`src/rtl/arf_access_sequencer.sv`:
```
// Address-register-file access sequencer: runs fetch, 16-bit push/pop and PC/SP loads
// by steering ARF enables/function/output select and a byte-wide memory.
//
// state  | meaning
// IDLE   | waiting for start; latches wdata/load_addr on accept
// F_LO   | read instruction low byte at PC, PC++
// F_HI   | read instruction high byte at PC, PC++
// P_DEC1 | SP-- ahead of high-byte write
// P_WHI  | write wdata[15:8] at SP
// P_DEC2 | SP-- ahead of low-byte write
// P_WLO  | write wdata[7:0] at SP
// R_LO   | read pop low byte at SP, SP++
// R_HI   | read pop high byte at SP, SP++
// J_LD   | load PC from load_addr
// S_LD   | load SP from load_addr
// DONE   | one-cycle completion pulse
module arf_access_sequencer (
  input  logic        clk,
  input  logic        rst_n,
  input  logic        start,
  input  logic [2:0]  op,
  input  logic [15:0] wdata,
  input  logic [15:0] load_addr,
  output logic        busy,
  output logic        done,
  output logic [15:0] ir,
  output logic [15:0] pop_data,
  output logic [31:0] arf_i,
  output logic [2:0]  arf_reg_sel,
  output logic [1:0]  arf_fun_sel,
  output logic [1:0]  arf_out_c_sel,
  output logic [1:0]  arf_out_d_sel,
  input  logic [15:0] arf_out_c,
  output logic [15:0] mem_addr,
  output logic        mem_en,
  output logic        mem_wr,
  output logic [7:0]  mem_wdata,
  input  logic [7:0]  mem_rdata
);

  typedef enum logic [3:0] {
    IDLE, F_LO, F_HI, P_DEC1, P_WHI, P_DEC2, P_WLO, R_LO, R_HI, J_LD, S_LD, DONE
  } state_t;

  localparam logic [1:0] FUN_DEC  = 2'b00;
  localparam logic [1:0] FUN_INC  = 2'b01;
  localparam logic [1:0] FUN_LOAD = 2'b10;
  localparam logic [1:0] SEL_PC   = 2'b00;
  localparam logic [1:0] SEL_SP   = 2'b01;

  state_t      state, state_nxt;
  logic [15:0] wdata_q, load_addr_q;

  always_ff @(posedge clk or negedge rst_n) begin
    if (!rst_n) begin
      state       <= IDLE;
      wdata_q     <= 16'h0;
      load_addr_q <= 16'h0;
      ir          <= 16'h0;
      pop_data    <= 16'h0;
    end else begin
      state <= state_nxt;
      if (state == IDLE && start) begin
        wdata_q     <= wdata;
        load_addr_q <= load_addr;
      end
      case (state)
        F_LO:    ir[7:0]        <= mem_rdata;
        F_HI:    ir[15:8]       <= mem_rdata;
        R_LO:    pop_data[7:0]  <= mem_rdata;
        R_HI:    pop_data[15:8] <= mem_rdata;
        default: ;
      endcase
    end
  end

  // Outputs decode from state only, so an async reset clears them in the same cycle.
  always_comb begin
    state_nxt     = state;
    arf_reg_sel   = 3'b000;
    arf_fun_sel   = FUN_DEC;
    arf_out_c_sel = SEL_PC;
    arf_i         = 32'h0;
    mem_en        = 1'b0;
    mem_wr        = 1'b0;
    mem_wdata     = 8'h0;
    case (state)
      IDLE: begin
        if (start) begin
          case (op)
            3'b000:  state_nxt = F_LO;
            3'b001:  state_nxt = P_DEC1;
            3'b010:  state_nxt = R_LO;
            3'b011:  state_nxt = J_LD;
            3'b100:  state_nxt = S_LD;
            default: state_nxt = DONE;
          endcase
        end
      end
      F_LO, F_HI: begin
        mem_en      = 1'b1;
        arf_reg_sel = 3'b100;
        arf_fun_sel = FUN_INC;
        state_nxt   = (state == F_LO) ? F_HI : DONE;
      end
      P_DEC1, P_DEC2: begin
        arf_reg_sel = 3'b010;
        arf_fun_sel = FUN_DEC;
        state_nxt   = (state == P_DEC1) ? P_WHI : P_WLO;
      end
      P_WHI: begin
        arf_out_c_sel = SEL_SP;
        mem_en        = 1'b1;
        mem_wr        = 1'b1;
        mem_wdata     = wdata_q[15:8];
        state_nxt     = P_DEC2;
      end
      P_WLO: begin
        arf_out_c_sel = SEL_SP;
        mem_en        = 1'b1;
        mem_wr        = 1'b1;
        mem_wdata     = wdata_q[7:0];
        state_nxt     = DONE;
      end
      R_LO, R_HI: begin
        arf_out_c_sel = SEL_SP;
        mem_en        = 1'b1;
        arf_reg_sel   = 3'b010;
        arf_fun_sel   = FUN_INC;
        state_nxt     = (state == R_LO) ? R_HI : DONE;
      end
      J_LD, S_LD: begin
        arf_i       = {16'h0, load_addr_q};
        arf_reg_sel = (state == J_LD) ? 3'b100 : 3'b010;
        arf_fun_sel = FUN_LOAD;
        state_nxt   = DONE;
      end
      DONE:    state_nxt = IDLE;
      default: state_nxt = IDLE;
    endcase
  end

  assign busy          = (state != IDLE) && (state != DONE);
  assign done          = (state == DONE);
  assign mem_addr      = arf_out_c;
  assign arf_out_d_sel = 2'b00;

endmodule

```
`config.mk`:
```
export PLATFORM = sky130hd
export DESIGN_NAME = arf_access_sequencer
export DESIGN_NICKNAME = d
export VERILOG_FILES = /design/src/rtl/arf_access_sequencer.sv
export SDC_FILE = /design/constraint.sdc
export NUM_CORES = 1
export LEC_CHECK = 0
export CORE_MARGIN = 5
export CORE_UTILIZATION = 37
export CTS_CLUSTER_DIAMETER = 30
export DETAILED_ROUTE_END_ITERATION = 10
export PLACE_DENSITY = 0.77
export SLEW_MARGIN = 20
export SYNTH_ARGS = -nofsm -noshare
export SYNTH_HDL_FRONTEND = slang
export SYNTH_SLANG_ARGS = --single-unit
```
`constraint.sdc`:
```
create_clock -name clk -period 1.4 [get_ports clk]
set_input_delay 0.14 -clock clk [delete_from_list [all_inputs] [get_ports clk]]
set_output_delay 0.14 -clock clk [all_outputs]
set_load 0.01 [all_outputs]
```
==> metrics.txt, run 1 <==
FF-to-FF End ir[15]; post-synthesis sequential area ratio 0.510; final WL roughly 10000 µm; gpl congestion between 0.8 and 0.9; Vias between 2,000 and 3,000; cell repeated most along the worst path buf_6; worst-skew pair later-pin latency 0.34 ns; Leak 2.69 nW; GRT overflow 0; RSZ-0062 raised after global routing true; worst vdd ir between 1 and 1.5 mV; vias in the first global route about 2,800; minimum clock period 1.88 ns; Nets 477; data required time of the critical path 1.26 ns; max frequency 531 MHz; setup ws final -0.484 ns; violated checks setup timing; diodes inserted 0; crit-path max cell delay between 0.4 and 0.5 ns; Crit Reg-Reg Startpoint state[2]; post-route insts no fill about 530; # rows 34; Core Area 8760 µm²; Synth area leaders dfrtp_1 51%, mux2_2 21%, buf_4 8.1%; Wirelength per Cell about 19 µm; commonest cells after routing, fill and taps aside 64 x dfrtp_1, 45 x clkdlybuf4s50_1, 36 x mux2_4; Total GRT Usage 0.173; post-synthesis average cell area ~13 µm²; cell taking the most area after synthesis dfrtp_1; Min Hold Slack 0.280 ns; top cell type's share of synthesized area 0.510; Crit Path Category reg -> out; clk buf depth 2; worst-path maximum fanout 5; R2R cell count 7; CP Capture Type output pin; Hold Path Origin arf_out_c[2]; DRC violations left 0; sequence of cells on the critical path buf_6, xnor2_1, a311o_1, nand2b_4, buf_6; DR iter-0 viols between 70 and 80; DRT Pass-1 Iters 4; total number of yosys warnings 0; first-pass GRT wire length around 15,000 µm; Post-DP HPWL about 6000 µm; Hold Path Depth 0; R2R Setup Slk -0.45 ns; area delta synth->final 64.6%; Clock transition at path regs approximately 0.08 ns; Hold Violations, Final 0; Slowest cell on crit path dfrtp_2; Die H around 110 µm; Final Skew 0.00914 ns; total I/O pin count between 150 and 200; maxcap violations 0; CP Launch Type flop; commonest non-fill, non-tap cell in the layout dfrtp_1; root buffer cell clkbuf_8; Die ar. approximately 11,000 µm²; Power, Total around 13 mW; DR vias/cell between 4 and 5; post-synth cell types 33; gate count of the mapped netlist 263; FF+latch count, synth 68; max-slew violations 0; Die X around 110 µm; largest net degree at the start of global routing between 60 and 70; TritonCTS Buffers 9; setup total negative slack -33.66 ns; HP Class in -> out; TritonCTS clock tree built; fraction of layout cells with a size suffix above 1 0.519; Starting Density 0.381; critical path arrival approximately 1.7 ns; pwr dens around 2300 nW/µm²; Placed Cells 483; clock sinks 68; Post-synth ARST share 1.00; status finished with violations; Mapped Area around 3300 µm²; Setup Viol. Count Final 101; Final ANT Viol Nets 0; initial antenna violation count 0; # port buffers 110; Post-synth EDFFs 0; CTS HTree Levels 3; Final Cycle Share 1.35; Hold Path Sink mem_addr[2]; ys flop type dfrtp_1
## logic make-up (layout without fill, tap and decap cells)
| group | Yosys count | count (layout) | synth area share |
|---|---|---|---|
| flip-flops | 68 | 68 | 0.510 |
| AND/OR/NAND/NOR | 53 | 53 | 0.101 |
| buffers and inverters | 52 | 190 | 0.109 |
| XOR/XNOR | 3 | 3 | 0.00787 |
| multiplexers | 73 | 73 | 0.243 |
| other | 1 | 20 | 0.00112 |
| AO/OA/AOI/OAI | 13 | 13 | 0.0285 |
## layout make-up
| type | instances | area (µm²) |
|---|---|---|
| clock inverter | 7 | 124 |
| timing repair buffer | 171 | 1710 |
| clock buffer | 9 | 124 |
| multi-input combinational | 162 | 1680 |
| fill | 705 | 3270 |
| sequential | 68 | 1710 |
| tap | 108 | 135 |
| inverter | 3 | 11.3 |
## how the worst max path moves through the flow
| stage | startpoint | to | depth (start not counted) |
|---|---|---|---|
| finish | state[0] | mem_en | 5 |
| global route | state[2] | mem_en | 6 |
| CTS | state[0] | mem_en | 5 |
| detailed placement | state[0] | mem_en | 4 |
| global placement | state[0] | mem_en | 4 |
| floorplan | state[0] | mem_en | 4 |
## worst max-delay path, delay by kind of cell, from the launching register on
family / cells / cell delay (ns)
buffers and inverters: 2 / 0.27
flip-flops: 1 / 0.47
AND/OR/NAND/NOR: 1 / 0.16
XOR/XNOR: 1 / 0.12
AO/OA/AOI/OAI: 1 / 0.39
## Yosys cell counts (2+ instances only)
| library cell | count |
|---|---|
| a21o_1 | 2 |
| and2_1 | 16 |
| buf_2 | 9 |
| buf_4 | 36 |
| buf_6 | 3 |
| dfrtp_1 | 68 |
| inv_1 | 3 |
| mux2_1 | 3 |
| mux2_2 | 61 |
| mux2i_1 | 9 |
| nand2_1 | 3 |
| nand2b_1 | 4 |
| nand3_1 | 3 |
| nor2_1 | 15 |
| nor3_1 | 3 |
| nor4b_4 | 3 |
| o211ai_1 | 2 |
| o21ai_0 | 3 |
| xnor2_1 | 3 |
## per-layer routing
metal,up-vias,track usage,share of wire
li1,1152,-,-
met1,1298,0.197,0.38
met2,102,0.297,0.52
met3,16,0.0635,0.078
met4,0,0.0621,0.019
met5,-,0,0
## power by group
part | leakage (nW) | internal (mW) | switching [mW] | total (mW)
sequential | 0.809 | 2.98 | 0.588 | 3.56
combinational | 1.76 | 4.31 | 2.95 | 7.26
clock | 0.120 | 1.20 | 0.797 | 1.99
## sequential cells by signal, indices dropped and copies added (netlist names)
register and flops:
ir 16, load_addr_q 16, pop_data 16, state 4, wdata_q 16
## what timing repair did
item | CTS | global route
hold buffers | 1 | 0
resized for setup | 233 | 72
buffers inserted | 18 | 12
setup endpoints to repair | 116 | 111
cloned | 4 | 0
hold endpoints to repair | 68 | 0
pin swaps | 15 | 12
## stage by stage
step	instance area [µm²]	util	setup slack [ns]
after floorplan	3440	-	-0.162
after global placement	4600	0.525	-0.434
after detailed placement	4600	0.525	-0.465
after CTS	5300	0.605	-0.474
after global routing	5500	0.627	-0.573
final	5500	0.627	-0.484
Power figures use the tool's default switching activity.
==> run 2, diff against run 1 <==
--- a/config.mk
+++ b/config.mk
@@ -5,11 +5,12 @@
 export SDC_FILE = /design/constraint.sdc
 export NUM_CORES = 1
 export LEC_CHECK = 0
+export ABC_AREA = 1
 export CORE_MARGIN = 5
 export CORE_UTILIZATION = 37
 export CTS_CLUSTER_DIAMETER = 30
 export DETAILED_ROUTE_END_ITERATION = 10
-export PLACE_DENSITY = 0.77
+export PLACE_DENSITY = 0.78
 export SLEW_MARGIN = 20
 export SYNTH_ARGS = -nofsm -noshare
 export SYNTH_HDL_FRONTEND = slang
==> metrics.txt, run 2 <==
TritonCTS clock tree built (unchanged); gate count of the mapped netlist 384 (was 263); post-synthesis average cell area 8.58 µm² (was 12.7 µm²); CP startpoint state[1] (was state[0]); minimum clock period 1.74 ns (was 1.88 ns); gpl congestion 0.894 (was 0.807); DRT Pass-1 Iters 4 (unchanged); setup ws final -0.343 ns (was -0.484 ns); Post-synth EDFFs 0 (unchanged); CP Launch Type flop (unchanged); post-synthesis compound-gate area fraction 0.106 (was 0.0285); CP Capture Type output pin (unchanged); worst vdd ir 1.30 mV (was 1.25 mV); diodes inserted 0 (unchanged); fraction of layout cells with a size suffix above 1 0.422 (was 0.519); maxcap violations 0 (unchanged); clock sinks 68 (unchanged); DR vias/cell 4.80 (was 4.86); status finished with violations (unchanged); most frequent cells after synthesis 82 x nand2_1, 68 x dfrtp_1, 38 x buf_4, 38 x nor2_1, 33 x inv_1 (was 68 x dfrtp_1, 61 x mux2_2, 36 x buf_4); ys flop type dfrtp_1 (unchanged); main combinational cell family by area after synthesis simple AND/OR/NAND/NOR gates (was multiplexers); Crit Path Category reg -> out (unchanged); Starting Density 0.378 (was 0.381); Setup Viol. Count Final 68 (was 101); final WL 10,600 µm (was 9890 µm); Die X 104 µm (was 105 µm); Mapped Area 3300 µm² (was 3340 µm²); max frequency 574 MHz (was 531 MHz); Clock transition at path regs 0.08 ns (about the same); FF+latch count, synth 68 (unchanged); Fillers 689 (was 705); data required time of the critical path 1.26 ns (about the same); clk buf depth 2 (unchanged); commonest non-fill, non-tap cell in the layout dfrtp_1 (unchanged); largest net degree at the start of global routing 69 (unchanged); Synth Area in XOR/XNOR 0 (was 0.00787); max-slew violations 0 (unchanged); Core Area 8720 µm² (was 8760 µm²); post-synth cell types 23 (was 33); RSZ-0062 raised after global routing true (unchanged); DR iter-0 viols 108 (was 76); Final Cycle Share 1.25 (was 1.35); Hold Path Origin arf_out_c[14] (was arf_out_c[2]); violated checks setup timing (unchanged); pwr dens 2160 nW/µm² (was 2330 nW/µm²); # port buffers 110 (unchanged); DP Worst Slack -0.440 ns (was -0.465 ns); Synth area leaders dfrtp_1 52%, nand2_1 9.3%, buf_4 8.7% (was dfrtp_1 51%, mux2_2 21%, buf_4 8.1%); adder-cell share of the synthesized area 0 (unchanged); Crit Reg-Reg Startpoint state[3] (was state[2]); footprint of the multi-input gates 1620 µm² (was 1680 µm²); Post-DP HPWL 6260 µm (was 6010 µm); area delta synth->final 66.9% (was 64.6%); post-synthesis sequential area ratio 0.516 (was 0.510); Hold Violations, Final 0 (unchanged); most frequently used cell type in the post-synthesis netlist nand2_1 (was dfrtp_1); mux cell area share after synthesis 0 (was 0.243); worst-path maximum fanout 4 (was 5); Total GRT Usage 0.192 (was 0.173); total I/O pin count 163 (unchanged); Power, Total 11.9 mW (was 12.8 mW); CTS HTree Levels 3 (unchanged); Die ar. 10,900 µm² (was 11,000 µm²); Wirelength per Cell 16.4 µm (was 18.7 µm); GRT overflow 0 (unchanged); sequential cell area 1710 µm² (unchanged); vias in the first global route 3,328 (was 2,836); HP Class in -> out (unchanged); Die H 104 µm (was 105 µm); critical path arrival 1.60 ns (was 1.74 ns); worst-skew pair later-pin latency 0.34 ns (about the same); Final Skew 0.0133 ns (was 0.00914 ns); Vias 3,098 (was 2,568); root buffer cell clkbuf_8 (unchanged); total number of yosys warnings 0 (unchanged); TritonCTS Buffers 9 (unchanged); first-pass GRT wire length 16,800 µm (was 15,300 µm); Leak 2.86 nW (was 2.69 nW); cell taking the most area after synthesis dfrtp_1 (unchanged); Nets 596 (was 477); initial antenna violation count 0 (unchanged); Simple-Gate Fraction of Synth Area 0.219 (was 0.101); Post-synth ARST share 1.00 (unchanged); DRC violations left 0 (unchanged); # rows 34 (unchanged); commonest cells after routing, fill and taps aside 64 x dfrtp_1, 45 x nand2_1, 45 x clkdlybuf4s50_1 (was 64 x dfrtp_1, 45 x clkdlybuf4s50_1, 36 x mux2_4); top cell type's share of synthesized area 0.516 (was 0.510); Final ANT Viol Nets 0 (unchanged)
[run 2: routing by layer]
| metal | wire [µm] | vias up | global-route usage |
|---|---|---|---|
| met5 | 0 | - | 0 |
| met4 | 262 | 0 | 0.0786 |
| met1 | 4050 | 1495 | 0.221 |
| met3 | 841 | 24 | 0.0720 |
| met2 | 5450 | 122 | 0.320 |
| li1 | - | 1457 | - |
[run 2: final timing paths]
kind                                    to  slack (ns)  cells past startpoint
hold / removal                mem_addr[14]        0.28                      0
min in group asynchronous           ir[12]        0.34                      3
setup reg to reg           load_addr_q[14]       -0.25                     10
max in group asynchronous         state[2]        0.76                      3
setup / recovery              mem_wdata[0]       -0.34                      6
hold reg to reg                      ir[9]        0.48                      2
[run 2: power by group]
part	total, mW	switching, mW	internal (mW)
registers	3.54	0.627	2.91
clock network	1.58	0.724	0.859
logic	6.77	3.56	3.21
total	11.9	4.91	6.98
[run 2: stage by stage]
stage / area, µm² / TNS (ns) / cells / hold slack, ns / util
final: 5500 / -17.40 / 646 / 0.280 / 0.631
after global routing: 5500 / -21.80 / 646 / 0.280 / 0.631
after CTS: 5250 / -14.90 / 643 / 0.280 / 0.602
after detailed placement: 4440 / -16.59 / 597 / 0.188 / 0.510
after global placement: 4440 / -13.85 / 597 / 0.183 / 0.510
after floorplan: 3370 / 0 / 403 / -0.156 / -
[run 2: layout make-up]
| cell class | instances | area share |
|---|---|---|
| multi-input combinational | 248 | 0.295 |
| inverter | 38 | 0.0296 |
| sequential | 68 | 0.310 |
| tap | 108 | 0.0246 |
| timing repair buffer | 167 | 0.303 |
| clock buffer | 11 | 0.0257 |
| clock inverter | 4 | 0.00910 |
| timing repair inverter | 2 | 0.00318 |
[run 2: repair_timing]
action | in CTS | in global routing
setup buffers | 21 | 3
pin swaps | 16 | 10
cloned | 10 | 0
endpoints found under the setup margin | 86 | 87
gates resized for setup | 279 | 69
hold buffers | 1 | 0
endpoints found under the hold margin | 68 | 0
[run 2: critical path, cell delays in order, from the launching register on]
cell and delay (ns):
dfrtp_2 0.45, inv_2 0.14, nand2_4 0.09, nor2_4 0.16
buf_4 0.15, a22o_1 0.14, buf_2 0.13
[run 2: kinds of logic after synthesis]
| kind of cell | Yosys count |
|---|---|
| other cells | 1 |
| buf+inv | 88 |
| compound gates | 61 |
| simple gates | 166 |
| flops | 68 |
==> run 3, diff against run 2 <==
--- a/config.mk
+++ b/config.mk
@@ -6,6 +6,7 @@
 export NUM_CORES = 1
 export LEC_CHECK = 0
 export ABC_AREA = 1
+export ABC_CLOCK_PERIOD_IN_PS = 1400
 export CORE_MARGIN = 5
 export CORE_UTILIZATION = 37
 export CTS_CLUSTER_DIAMETER = 30
==> results of run 3 <==
Final layout, timing and power as in run 2 (identical DEF).
==> edit 1, RTL diff (settings of run 1) <==
Encoding of `state_t`: now one-hot (12 bits for 12 states).
--- a/src/rtl/arf_access_sequencer.sv
+++ b/src/rtl/arf_access_sequencer.sv
@@ -40,4 +40,4 @@
 
-  typedef enum logic [3:0] {
-    IDLE, F_LO, F_HI, P_DEC1, P_WHI, P_DEC2, P_WLO, R_LO, R_HI, J_LD, S_LD, DONE
+  typedef enum logic [11:0] {
+    IDLE = 12'b000000000001, F_LO = 12'b000000000010, F_HI = 12'b000000000100, P_DEC1 = 12'b000000001000, P_WHI = 12'b000000010000, P_DEC2 = 12'b000000100000, P_WLO = 12'b000001000000, R_LO = 12'b000010000000, R_HI = 12'b000100000000, J_LD = 12'b001000000000, S_LD = 12'b010000000000, DONE = 12'b100000000000
   } state_t;
Function: no difference found for any inputs over 10 cycles, from zero or initial values and one cycle with rst_n low; not proved beyond that.
==> edit 1 against run 1 <==
- clock skew is 0.012 ns higher
- register-to-register slack got worse by 0.49 ns
- wire length is 16% higher
- area after synthesis is 8.7% higher
- the flow still finishes with violations (setup timing)
- first-iteration DRC count rose by 34%
- setup slack lost 0.62 ns
- cell area increased by 14%
- combinational power decreased by 34%
- critical path depth grew 2
- largest power group unchanged
- sequential cell count rose by 8
- total power decreased by 20%
- core utilization increased by 1.7 points
- critical path type unchanged
==> edit 1: results (changes against run 1) <==
Clock network
  • Htree depth: 3 (unchanged)
  • CTS Buf Count: 9 (unchanged)
  • CTS Root Cell: clkbuf_8 (unchanged)
  • CTS max path bufs: 2 (unchanged)
  • Skew-Pair Late Insertion Delay: about 0.35 ns
  • CTS clk-pin slew, worst paths: 0.10 ns (was 0.08 ns)

Yosys
  • Top cells by area, synth: dfrtp_1, mux2_2, mux2_1 (was dfrtp_1, mux2_2, buf_4)
  • Yosys warns: 0 (unchanged)
  • Synth unique cells: 39 (was 33)
  • Sequential fraction of the synthesis area: 52.4% (was 51.0%)
  • Post-synth top cells: dfrtp_1, mux2_2, buf_4 (unchanged)
  • Number of synthesized flops with an enable pin: 0 (unchanged)
  • Syn_area_per_cell: 12.5 µm² (was 12.7 µm²)
  • Synth async-reset ratio: 100% (unchanged)

Place
  • I/O Buffers: 110 (unchanged)
  • DP Cell Count: 546 (was 483)
  • Placer Congestion: 0.787 (was 0.807)
  • Post-DP HPWL: 6950 µm (was 6010 µm)

Cells and area
  • Antenna cell count: 0 (unchanged)
  • Share of cells above drive strength 1: 54.0% (was 51.9%)
  • Finished Layout Cells: 605 (was 528)
  • Nets: 530 (was 477)

Global route
  • Antenna violations before repair: 0 (unchanged)
  • First-pass GRT wire length: 16,500 µm (was 15,300 µm)
  • Pin count of the biggest net entering global routing: 40 (was 69)
  • Gr usage total: 18.1% (was 17.3%)
  • Vias in the first global route: 3,157 (was 2,836)

Worst setup path
  • Max incr delay on CP: 0.53 ns (was 0.47 ns)
  • Reg2reg setup slack: -0.94 ns (was -0.45 ns)
  • Crit Path Max Fanout: 2 (was 5)
  • Critical-path top delay cell: or4_4 (was dfrtp_2)
  • Worst endpoint data arrival time: 2.36 ns (was 1.74 ns)
  • Largest delay contributor family on the critical path: simple AND/OR/NAND/NOR gates (was flip-flops)

STA
  • Worst Skew: 0.0207 ns (was 0.00914 ns)
  • Final setup fails: 109 (was 101)
  • Fin worst setup slack: -1.10 ns (was -0.484 ns)

Status
  • Failing checks: setup timing (unchanged)
  • Status: finished with violations (unchanged)

Min path
  • Type of the worst min-delay path: in2async (was in2out)

Route
  • Drt wl/cell: 18.9 µm (was 18.7 µm)
  • Starting DRT DRC Count: 102 (was 76)
  • DR pass1 iterations: 4 (unchanged)
  • Via Count: 2,892 (was 2,568)

Power and ir drop
  • Lkg Pwr: 0.00315 µW (was 0.00269 µW)
  • Peak VDD IR: 888 µV (was 1250 µV)
[edit 1: cell count changes in the layout (fill, tap and decap cells not counted), moves of 10 or more]
cell / delta
dfrtp_1: +10
dlygate4sd2_1: -16
buf_4: +12
and2_1: -10
buf_2: -12
dlymetal6s2s_1: +17
buf_6: +26
and2_4: +11
[edit 1: area by class of cell]
cell class,instances,area (µm²)
Tap cell,133,166
Sequential cell,76,1900
Fill cell,690,3440
Timing Repair Buffer,195,2070
Multi-Input combinational cell,177,1830
Timing Repair inverter,2,15.0
Inverter,7,33.8
Clock buffer,11,151
Clock inverter,4,72.6
[edit 1: cell families after synthesis]
| group | share of synthesized area (%) |
|---|---|
| DFF | 52.4 |
| and+or+nand+nor | 13.1 |
| muxes | 19.9 |
| buffers and inverters | 10.2 |
| AOI/OAI and AO/OA | 2.90 |
| xor gates and xnor gates | 1.45 |
| other | 0.103 |
[edit 1: metal layers]
| layer | wire length (µm) | GRT usage, % | vias up |
|---|---|---|---|
| met1 | 4710 | 22.2 | 1448 |
| met2 | 5960 | 31.4 | 102 |
| li1 | - | - | 1319 |
| met4 | 293 | 7.48 | 0 |
| met3 | 500 | 3.02 | 23 |
| met5 | 0 | 0 | - |
[edit 1: report_power, final]
part | internal [µW] | switching (µW) | total [µW]
Combinational | 2960 | 1790 | 4760
Sequential | 3100 | 520 | 3620
Clock | 1090 | 822 | 1910
Total | 7150 | 3130 | 10300
[edit 1: final timing paths]
| path | startpoint | to | cells past startpoint |
|---|---|---|---|
| max | state[0] | busy | 7 |
| min | rst_n | load_addr_q[9] | 2 |
| min reg2reg | pop_data[5] | pop_data[5] | 1 |
| min in group clk | arf_out_c[14] | mem_addr[14] | 0 |
| max in group asynchronous | rst_n | ir[7] | 3 |
| max reg2reg | state[8] | load_addr_q[3] | 9 |
[edit 1: repair_timing]
action / CTS / global route
setup buffers: 25 / 18
pin swaps: 15 / 17
endpoints found under the hold margin: 76 / 0
setup endpoints to repair: 114 / 136
gates cloned: 5 / 0
gates resized for setup: 224 / 53
hold buffers: 1 / 0
[edit 1: per-stage QoR]
step | hold WS [ns] | utilization, % | setup slack [ns] | cell area [µm²] | TNS, ns
2_1_floorplan | -0.156 | - | -0.739 | 3970 | -54.52
3_3_place_gp | 0.00224 | 53.6 | -1.09 | 5190 | -75.67
3_5_place_dp | 0.00359 | 53.6 | -1.10 | 5190 | -76.44
4_1_cts | 0.173 | 61.2 | -1.08 | 5930 | -77.83
5_1_grt | 0.178 | 64.4 | -1.17 | 6240 | -90.56
6_report | 0.172 | 64.4 | -1.10 | 6240 | -82.85
==> edit 2, RTL diff (settings of run 1) <==
Without the edit above. Register the input `wdata` before use, cleared by the reset. The logic sees it one clock later. The other inputs are not delayed to match.
--- a/src/rtl/arf_access_sequencer.sv
+++ b/src/rtl/arf_access_sequencer.sv
@@ -50,2 +50,12 @@
 
+  logic [15:0] wdata_r;
+
+  always_ff @(posedge clk or negedge rst_n) begin
+    if (!rst_n) begin
+      wdata_r <= '0;
+    end else begin
+      wdata_r <= wdata;
+    end
+  end
+
   state_t      state, state_nxt;
@@ -63,3 +73,3 @@
       if (state == IDLE && start) begin
-        wdata_q     <= wdata;
+        wdata_q     <= wdata_r;
         load_addr_q <= load_addr;
Check against the original RTL: not equivalent (Yosys sat finds a counterexample within 4 cycles, from zero or initial values and one cycle with rst_n low).
==> edit 2 against run 1 <==
- sequential cell count grew 16
- the run still ends with setup timing left
- area after synthesis up 11%
- clock skew grew 0.0034 ns
- total power down 5.2%
- largest cell class is now flip-flops and latches
- setup slack better by 0.061 ns
- wire length down 6.7%
- cell area up 0.75%
- critical path depth increased by 2
==> edit 2: results (changes against run 1) <==
STA
  • Final setup fails: 98 (was 101)
  • Fin worst setup slack: -0.424 ns (was -0.484 ns)
  • Worst Skew: 0.0126 ns (was 0.00914 ns)

Global route
  • Pin count of the biggest net entering global routing: 85 (was 69)
  • Met3 Track Usage GR: 3.96% (was 6.35%)
  • First-pass GRT wire length: 13,800 µm (was 15,300 µm)
  • M2 GR Usage: 26.0% (was 29.7%)
  • Fraction of met1 tracks used by global routing: 17.3% (was 19.7%)
  • Gr usage total: 14.9% (was 17.3%)

Min path
  • Hold path depth: 1 (was 0)
  • Hold endpoint: wdata_r[6] (was mem_addr[2])
  • Min-delay src: wdata[6] (was arf_out_c[2])
  • Type of the worst min-delay path: in2reg (was in2out)

Clock network
  • CTS Buf Count: 9 (unchanged)
  • Skew-Pair Late Insertion Delay: 0.36 ns (was 0.34 ns)
  • Htree depth: 3 (unchanged)

Route
  • M1 WL: 3560 µm (was 3800 µm)
  • Final wirelength: 9220 µm (was 9890 µm)
  • Drt wl/cell: 16.6 µm (was 18.7 µm)
  • Starting DRT DRC Count: 71 (was 76)
  • Via density: 4.64 (was 4.86)
  • DR WL met3: 622 µm (was 768 µm)

Yosys
  • Xor and xnor fraction of the mapped netlist area: 0.237% (was 0.787%)
  • Synth Flop Type: dfrtp_1 (unchanged)
  • Compound-Gate Fraction of Synth Area: 2.91% (was 2.85%)
  • Post-synthesis mux area share: 21.9% (was 24.3%)
  • Post-synth top cells: dfrtp_1, mux2_2, buf_4 (unchanged)
  • Top cells by area, synth: dfrtp_1, mux2_2, buf_4 (unchanged)
  • Sequential fraction of the synthesis area: 56.8% (was 51.0%)
  • Synth unique cells: 31 (was 33)
  • Syn_area_per_cell: 13.2 µm² (was 12.7 µm²)

Worst setup path
  • CP endpoint: arf_i[1] (was mem_en)
  • Reg-to-reg endpoint: load_addr_q[13] (was ir[15])
  • R2R depth: 8 (was 7)

Cells and area
  • Fill cell count: 824 (was 705)
  • Share of cells above drive strength 1: 44.9% (was 51.9%)
  • Nets: 478 (was 477)

Power and ir drop
  • Lkg Pwr: 0.00263 µW (was 0.00269 µW)
  • Peak VDD IR: 750 µV (was 1250 µV)
  • Sw power: 4040 µW (was 4330 µW)
  • Power in combinational cells: 6150 µW (was 7260 µW)

Place
  • DP Cell Count: 521 (was 483)
  • Placer Congestion: 0.802 (was 0.807)
  • Post-DP HPWL: 6160 µm (was 6010 µm)

Status
  • Failing checks: setup timing (unchanged)
  • Status: finished with violations (unchanged)
-- edit 2: layout make-up --
| cell class | instances | area share, % |
|---|---|---|
| well taps | 133 | 3.00 |
| repair buffers | 155 | 27.2 |
| clock buffers | 10 | 2.49 |
| multi-input cells | 163 | 27.5 |
| clock inverters | 6 | 1.69 |
| flip-flops and latches | 84 | 38.0 |
| inverters | 3 | 0.203 |
-- edit 2: per-stage QoR --
stage          setup slack [ns]  area [µm²]  hold WS (ns)  total power (µW)
2_1_floorplan           -0.0690        3830        -0.156              6830
3_3_place_gp             -0.441        4990         0.203              9340
3_5_place_dp             -0.439        4990         0.208              9550
4_1_cts                  -0.390        5330         0.194             11700
5_1_grt                  -0.508        5540         0.191             12900
6_report                 -0.424        5540         0.205             12100
-- edit 2: worst max-delay path: stages (launching register included) --
cell	delay, ns
dfrtp_1	0.42
buf_6	0.15
nor2_4	0.16
nor3_4	0.06
buf_6	0.13
buf_12	0.13
and2_1	0.15
buf_2	0.14
